`src/rtl/renkon_pool_stream_pkg.sv`:
```
// Shared constants and state encoding for the streaming max-pool stage.
// Contents:
//   CORE, DWIDTH        default lane count and signed pixel width
//   DEF_MAXW, DEF_PMAX  default largest map side and largest pool size
//   pool_state_t        FSM state type; POOL_IDLE / POOL_RUN / POOL_DONE
package renkon_pool_stream_pkg;

    localparam int unsigned CORE     = 2;
    localparam int unsigned DWIDTH   = 16;
    localparam int unsigned DEF_MAXW = 32;
    localparam int unsigned DEF_PMAX = 4;

    typedef logic [1:0] pool_state_t;

    localparam pool_state_t POOL_IDLE = 2'd0;
    localparam pool_state_t POOL_RUN  = 2'd1;
    localparam pool_state_t POOL_DONE = 2'd2;

endpackage

```
`src/rtl/renkon_pool_rowbuf.sv`:
```
// Partial-max row buffer: one slot per output column of the window row in progress.
// Ports:
//   clk    in  clock
//   we     in  write enable
//   waddr  in  write slot (output column)
//   wdata  in  per-lane partial maxima
//   raddr  in  read slot (output column)
//   rdata  out per-lane partial maxima, combinational read
module renkon_pool_rowbuf #(
    parameter int unsigned DEPTH = 32,
    parameter int unsigned AW    = 5,
    parameter int unsigned W     = 32
) (
    input  logic          clk,
    input  logic          we,
    input  logic [AW-1:0] waddr,
    input  logic [W-1:0]  wdata,
    input  logic [AW-1:0] raddr,
    output logic [W-1:0]  rdata
);

    logic [W-1:0] mem [DEPTH];

    // Contents need no reset: every slot is written on the first window row before it is read.
    always_ff @(posedge clk) begin
        if (we) begin
            mem[waddr] <= wdata;
        end
    end

    assign rdata = mem[raddr];

endmodule

```
`src/rtl/renkon_pool_stream.sv`:
```
// Streaming signed max-pool stage, pool stride equal to pool size, LANES parallel channels.
// Ports:
//   clk, rst    clock, asynchronous active-high reset
//   start       latch fmap_size/pool_size and begin a map (IDLE only)
//   fmap_size   input map side F
//   pool_size   pool window side P
//   in_valid    pixel beat valid, no backpressure
//   pixel_in    signed pixels, lane l in [l*DW +: DW]
//   out_valid   pooled beat valid
//   pixel_out   pooled maxima, held while out_valid is low
//   busy        high while a map is in progress
//   done        one-cycle pulse at end of map
//   err         one-cycle pulse on a rejected start
module renkon_pool_stream
    import renkon_pool_stream_pkg::*;
#(
    parameter int unsigned LANES  = CORE,
    parameter int unsigned DW     = DWIDTH,
    parameter int unsigned MAXW   = DEF_MAXW,
    parameter int unsigned PMAX   = DEF_PMAX,
    parameter int unsigned LWIDTH = $clog2(MAXW + 1)
) (
    input  logic                  clk,
    input  logic                  rst,
    input  logic                  start,
    input  logic [LWIDTH-1:0]     fmap_size,
    input  logic [LWIDTH-1:0]     pool_size,
    input  logic                  in_valid,
    input  logic [LANES*DW-1:0]   pixel_in,
    output logic                  out_valid,
    output logic [LANES*DW-1:0]   pixel_out,
    output logic                  busy,
    output logic                  done,
    output logic                  err
);

    localparam int unsigned BW = LANES * DW;
    localparam int unsigned AW = (MAXW > 1) ? $clog2(MAXW) : 1;
    localparam int unsigned CW = LWIDTH + 1;

    pool_state_t        state, state_n;
    logic [LWIDTH-1:0]  fmap_q, fmap_n;
    logic [LWIDTH-1:0]  pool_q, pool_n;
    logic [LWIDTH-1:0]  ix, ix_n, iy, iy_n;
    logic [LWIDTH-1:0]  px, px_n, py, py_n;
    logic [AW-1:0]      ox, ox_n;
    logic [BW-1:0]      hmax, hmax_n;
    logic               out_valid_n, busy_n, done_n, err_n;
    logic [BW-1:0]      pixel_out_n;

    logic               start_bad_c;
    logic               col_ok_c, row_ok_c;
    logic [BW-1:0]      hmax_cur_c, win_m_c;
    logic               rb_we_c;
    logic [BW-1:0]      rb_wdata_c, rb_rdata_c;

    logic signed [DW-1:0] lane_pix, lane_hm, lane_rb, lane_h, lane_m;

    renkon_pool_rowbuf #(
        .DEPTH (MAXW),
        .AW    (AW),
        .W     (BW)
    ) u_rowbuf (
        .clk   (clk),
        .we    (rb_we_c),
        .waddr (ox),
        .wdata (rb_wdata_c),
        .raddr (ox),
        .rdata (rb_rdata_c)
    );

    assign start_bad_c = (pool_size == '0) ||
                         (pool_size > LWIDTH'(PMAX)) ||
                         (fmap_size > LWIDTH'(MAXW)) ||
                         (fmap_size < pool_size);

    // The window containing this pixel starts at ix-px (iy-py); it is covered only if it ends inside the map.
    assign col_ok_c = (CW'(ix) - CW'(px) + CW'(pool_q)) <= CW'(fmap_q);
    assign row_ok_c = (CW'(iy) - CW'(py) + CW'(pool_q)) <= CW'(fmap_q);

    // Per-lane running row max including the current pixel, and the window max merged with the row buffer.
    always_comb begin
        hmax_cur_c = '0;
        win_m_c    = '0;
        lane_pix   = '0;
        lane_hm    = '0;
        lane_rb    = '0;
        lane_h     = '0;
        lane_m     = '0;
        for (int l = 0; l < int'(LANES); l++) begin
            lane_pix = pixel_in[l*DW +: DW];
            lane_hm  = hmax[l*DW +: DW];
            lane_rb  = rb_rdata_c[l*DW +: DW];
            lane_h   = ((px == '0) || (lane_pix > lane_hm)) ? lane_pix : lane_hm;
            lane_m   = ((py == '0) || (lane_h >= lane_rb)) ? lane_h : lane_rb;
            hmax_cur_c[l*DW +: DW] = lane_h;
            win_m_c[l*DW +: DW]    = lane_m;
        end
    end

    // Next-state, counter and output logic.
    always_comb begin
        state_n     = state;
        fmap_n      = fmap_q;
        pool_n      = pool_q;
        ix_n        = ix;
        iy_n        = iy;
        px_n        = px;
        py_n        = py;
        ox_n        = ox;
        hmax_n      = hmax;
        out_valid_n = 1'b0;
        pixel_out_n = pixel_out;
        err_n       = 1'b0;
        rb_we_c     = 1'b0;
        rb_wdata_c  = '0;

        case (state)
            POOL_IDLE: begin
                if (start) begin
                    if (start_bad_c) begin
                        err_n = 1'b1;
                    end else begin
                        state_n = POOL_RUN;
                        fmap_n  = fmap_size;
                        pool_n  = pool_size;
                        ix_n    = '0;
                        iy_n    = '0;
                        px_n    = '0;
                        py_n    = '0;
                        ox_n    = '0;
                    end
                end
            end
            POOL_RUN: begin
                if (in_valid) begin
                    hmax_n = hmax_cur_c;
                    if (px == pool_q - LWIDTH'(1)) begin
                        px_n = '0;
                        if (col_ok_c && row_ok_c) begin
                            if (py == pool_q - LWIDTH'(1)) begin
                                out_valid_n = 1'b1;
                                pixel_out_n = win_m_c;
                            end else begin
                                rb_we_c    = 1'b1;
                                rb_wdata_c = win_m_c;
                            end
                            ox_n = ox + AW'(1);
                        end
                    end else begin
                        px_n = px + LWIDTH'(1);
                    end
                    // End of an input row: a partial trailing window is abandoned.
                    if (ix == fmap_q - LWIDTH'(1)) begin
                        ix_n = '0;
                        px_n = '0;
                        ox_n = '0;
                        py_n = (py == pool_q - LWIDTH'(1)) ? '0 : py + LWIDTH'(1);
                        if (iy == fmap_q - LWIDTH'(1)) begin
                            state_n = POOL_DONE;
                        end else begin
                            iy_n = iy + LWIDTH'(1);
                        end
                    end else begin
                        ix_n = ix + LWIDTH'(1);
                    end
                end
            end
            POOL_DONE: begin
                state_n = POOL_IDLE;
            end
            default: begin
                state_n = POOL_IDLE;
            end
        endcase

        busy_n = (state_n == POOL_RUN);
        done_n = (state_n == POOL_DONE);
    end

    // State, counters and registered outputs.
    always_ff @(posedge clk or posedge rst) begin
        if (rst) begin
            state     <= POOL_IDLE;
            fmap_q    <= '0;
            pool_q    <= '0;
            ix        <= '0;
            iy        <= '0;
            px        <= '0;
            py        <= '0;
            ox        <= '0;
            hmax      <= '0;
            out_valid <= 1'b0;
            pixel_out <= '0;
            busy      <= 1'b0;
            done      <= 1'b0;
            err       <= 1'b0;
        end else begin
            state     <= state_n;
            fmap_q    <= fmap_n;
            pool_q    <= pool_n;
            ix        <= ix_n;
            iy        <= iy_n;
            px        <= px_n;
            py        <= py_n;
            ox        <= ox_n;
            hmax      <= hmax_n;
            out_valid <= out_valid_n;
            pixel_out <= pixel_out_n;
            busy      <= busy_n;
            done      <= done_n;
            err       <= err_n;
        end
    end

endmodule

```
`config.mk`:
```
export PLATFORM = sky130hd
export DESIGN_NAME = renkon_pool_stream
export DESIGN_NICKNAME = d
export VERILOG_FILES = /design/src/rtl/renkon_pool_stream_pkg.sv /design/src/rtl/renkon_pool_rowbuf.sv /design/src/rtl/renkon_pool_stream.sv
export SDC_FILE = /design/constraint.sdc
export NUM_CORES = 1
export LEC_CHECK = 0
export ABC_CLOCK_PERIOD_IN_PS = 6300
export BUFFER_PORTS_ARGS = -buffer_cell sky130_fd_sc_hd__clkbuf_2
export CAP_MARGIN = 15
export CORE_ASPECT_RATIO = 0.8
export CORE_MARGIN = 5
export CORE_UTILIZATION = 57
export DETAILED_ROUTE_END_ITERATION = 10
export GPL_TIMING_DRIVEN = 0
export PLACE_DENSITY_LB_ADDON = 0.3
export SLEW_MARGIN = 20
export SYNTH_ARGS = -nofsm -noshare
export SYNTH_HDL_FRONTEND = slang
export SYNTH_SLANG_ARGS = --single-unit
```
`constraint.sdc`:
```
create_clock -name clk -period 6.3 [get_ports clk]
set_input_delay 0.315 -clock clk [delete_from_list [all_inputs] [get_ports clk]]
set_output_delay 0.315 -clock clk [all_outputs]
set_load 0.05 [all_outputs]
```
==> reports/results.ini <==
[clock_network]
cts.sinks=1135
cts_htree_levels=3
numCtsBuffers=105
clk-insertion-delay-late_ps=710
cts_tree=done
root_buffer=clkbuf_16
path_clk_slew_ps=60
clockBufferDepth=3

[die]
coreArea_um2=82600
die_area_um2=89500
die_height_um=269
ioPinCount=84
die_width_um=333
placementRows=94
initial_utilization_pct=57.7

[power]
p_leak_nw=20.9
p_int_mw=13.0
ir_worst_vdd_mv=0.266
p_switching_mw=4.92
totalPowerFinal_mw=17.9
power_frac_clock_pct=34.9
netSwitchingFraction_pct=27.5
pwr-share-comb_pct=18.4
p_per_area_nw_per_um2=324
seqPwrFrac_pct=46.7

[global_route]
antenna_found_initial=1
grt_max_degree=69
grt_pass1_vias=28040
grt_pass1_wl_um=195000
overflow=0
global_route.usage.total_pct=30.4

[synth]
yosysMostFrequentCell=edfxtp_1
ys_ff_latch=1135
ys_warn_count=0
yosys.area.top_type=edfxtp_1
synth-edff-count=1024
synth-main-ff-cell=edfxtp_1
netlist_area_um2=47600
postSynthAreaPerCell_um2=18.2
syn-num-nets=2789
yosys.cell_types.count=73
netlist_instances=2624
async_reset_ff_share_pct=9.78
synth_common_cells=edfxtp_1, mux4_2, a22o_1, dfrtp_1, inv_1
yosysTopAreaCellShare_pct=64.6
yosysSeqAreaShare_pct=70.4
synthTopCellsByArea=edfxtp_1, mux4_2, dfrtp_1, ha_1, a22o_1

[cells_and_area]
fin_util_pct=67.0
finalNetCount=3128
area_growth_pct=16.1
drive_gt1_share_pct=27.9
fin_area_um2=55300
fillCellCount=5216
diodes=0
stdcell_count=4152

[detailed_routing]
vias=28314
wl_per_cell_um=33.0
wl_met3_um=20800
routed-wl-met2_um=61500
drtIter0Drc=4788
routed.top_layer=met5
first_pass_iters=7
final_antenna_net_count=0
met1_length_um=50900
drc=0
drt-total-wl_um=137000
vias_per_cell=6.82

[timing]
rsz0062_at_grt=false
max_freq_mhz=162
setup_tns_ps=0
slew-limit-headroom_pct=22.5
hold_violations=0
setup_viol=0
holdWs_ps=60.8
worst_pin_slew_ps=1160
drv_slew=0
period_minus_slack_ps=6160
setup_slack_ps=140
fin_crit_sh_pct=97.8
clock_skew_ps=45.6

[critical_path]
critPathKind=reg2reg
critPathArrivalTime_ps=6660
crit_fanout=29
startpoint_type=flop
endpoint_kind=flop
required_ps=6800

[placed_design]
place_ws_ps=-1150
hpwl_um=89600
portBuffers=83
gp_congestion=0.899
dp_cells=3924
placed_area_um2=51200

[flow_run]
cap_violations=0

[worst_hold_path]
hp-class=in2reg

[run_status]
status=finished, final reports clean

==> metal layers <==
metal	vias up	GRT usage, %
met1	14435	43.2
met4	2	8.48
li1	11311	-
met5	-	0
met2	2270	45.8
met3	296	10.6
==> power groups by stage <==
stage                     logic [mW]  clock network [mW]  registers, mW
after floorplan                 2.33                   0           8.49
after global placement          3.10                   0           8.51
after detailed placement        3.21                   0           8.52
after CTS                       3.28                6.27           8.36
after global routing            3.60                6.61           8.38
final                           3.29                6.26           8.36
==> final timing paths <==
kind,end,cells after the start,slack [ps],start
max,u_rowbuf.mem[27][31]$_DFFE_PP_,21,140,ox[2]$_DFFE_PP0P_
min,err$_DFF_PP0_,5,60,pool_size[5]
max reg2reg,u_rowbuf.mem[27][31]$_DFFE_PP_,21,140,ox[2]$_DFFE_PP0P_
min reg2reg,pixel_out[22]$_DFFE_PP0P_,2,500,pixel_out[22]$_DFFE_PP0P_
max in group asynchronous,fmap_q[2]$_DFFE_PP0P_,4,5380,rst
min in group asynchronous,hmax[27]$_DFFE_PP0P_,3,190,rst
==> logic make-up after synthesis <==
| logic type | after synthesis | share of synthesized area [%] |
|---|---|---|
| compound gates | 390 | 5.78 |
| mux | 305 | 13.0 |
| buf+inv | 243 | 2.11 |
| xor+xnor | 41 | 0.814 |
| fa+ha+maj | 117 | 3.26 |
| simple gates | 393 | 4.63 |
| flops | 1135 | 70.4 |
==> cell usage in the layout, fill, tap and decap left out, drive strengths merged, types with 46 or more instances in the layout <==
cell and count:
edfxtp 1024, inv 112, clkbuf 286, and3 60
ha 105, buf 188, mux4 248, clkinv 51
o21ai 72, a22o 115, nor3 57, dfrtp 111
a21oi 62, nand2 95, o31ai 46
==> flip-flops by register name (all words and copies together) (netlist names) <==
name / flops
pool_q: 6
out_valid: 1
fmap_q: 6
ix: 6
busy: 1
u_rowbuf.mem: 1024
done: 1
hmax: 32
px: 6
err: 1
py: 6
pixel_out: 32
ox: 5
state: 2
iy: 6
==> what timing repair did <==
| item | 4_1_cts | 5_1_grt |
|---|---|---|
| setup buffers | 2 | 23 |
| hold buffers | 13 | 0 |
| endpoints found under the setup margin | 1023 | 747 |
| pin swaps | 4 | 18 |
| endpoints found under the hold margin | 56 | 0 |
| resized for setup | 59 | 37 |
==> cell type report <==
cell class	count	area (um2)	share of cell area (%)
well taps	1104	1380	2.50
repair buffers	234	2180	3.95
clock inverters	68	627	1.13
plain buffers	131	699	1.26
multi-input cells	1246	13700	24.8
inverters	110	418	0.756
clock buffers	124	2720	4.92
flip-flops and latches	1135	33500	60.6
==> worst max-delay path, cell delays in order (launching register included) <==
cell,delay [ps]
dfrtp_1,350
clkbuf_1,300
buf_2,350
nand2_1,110
nor2_1,520
clkbuf_1,770
a22o_1,300
nor4_4,60
buf_4,170
ha_1,310
a21o_1,160
a21o_1,190
a221o_1,350
a21oi_1,240
o2111ai_1,170
a21oi_1,200
o21a_1,170
buf_4,170
buf_4,180
a21oi_1,130
nor3_4,460
buf_6,290
Note: power is estimated with default switching activity, not from simulation.
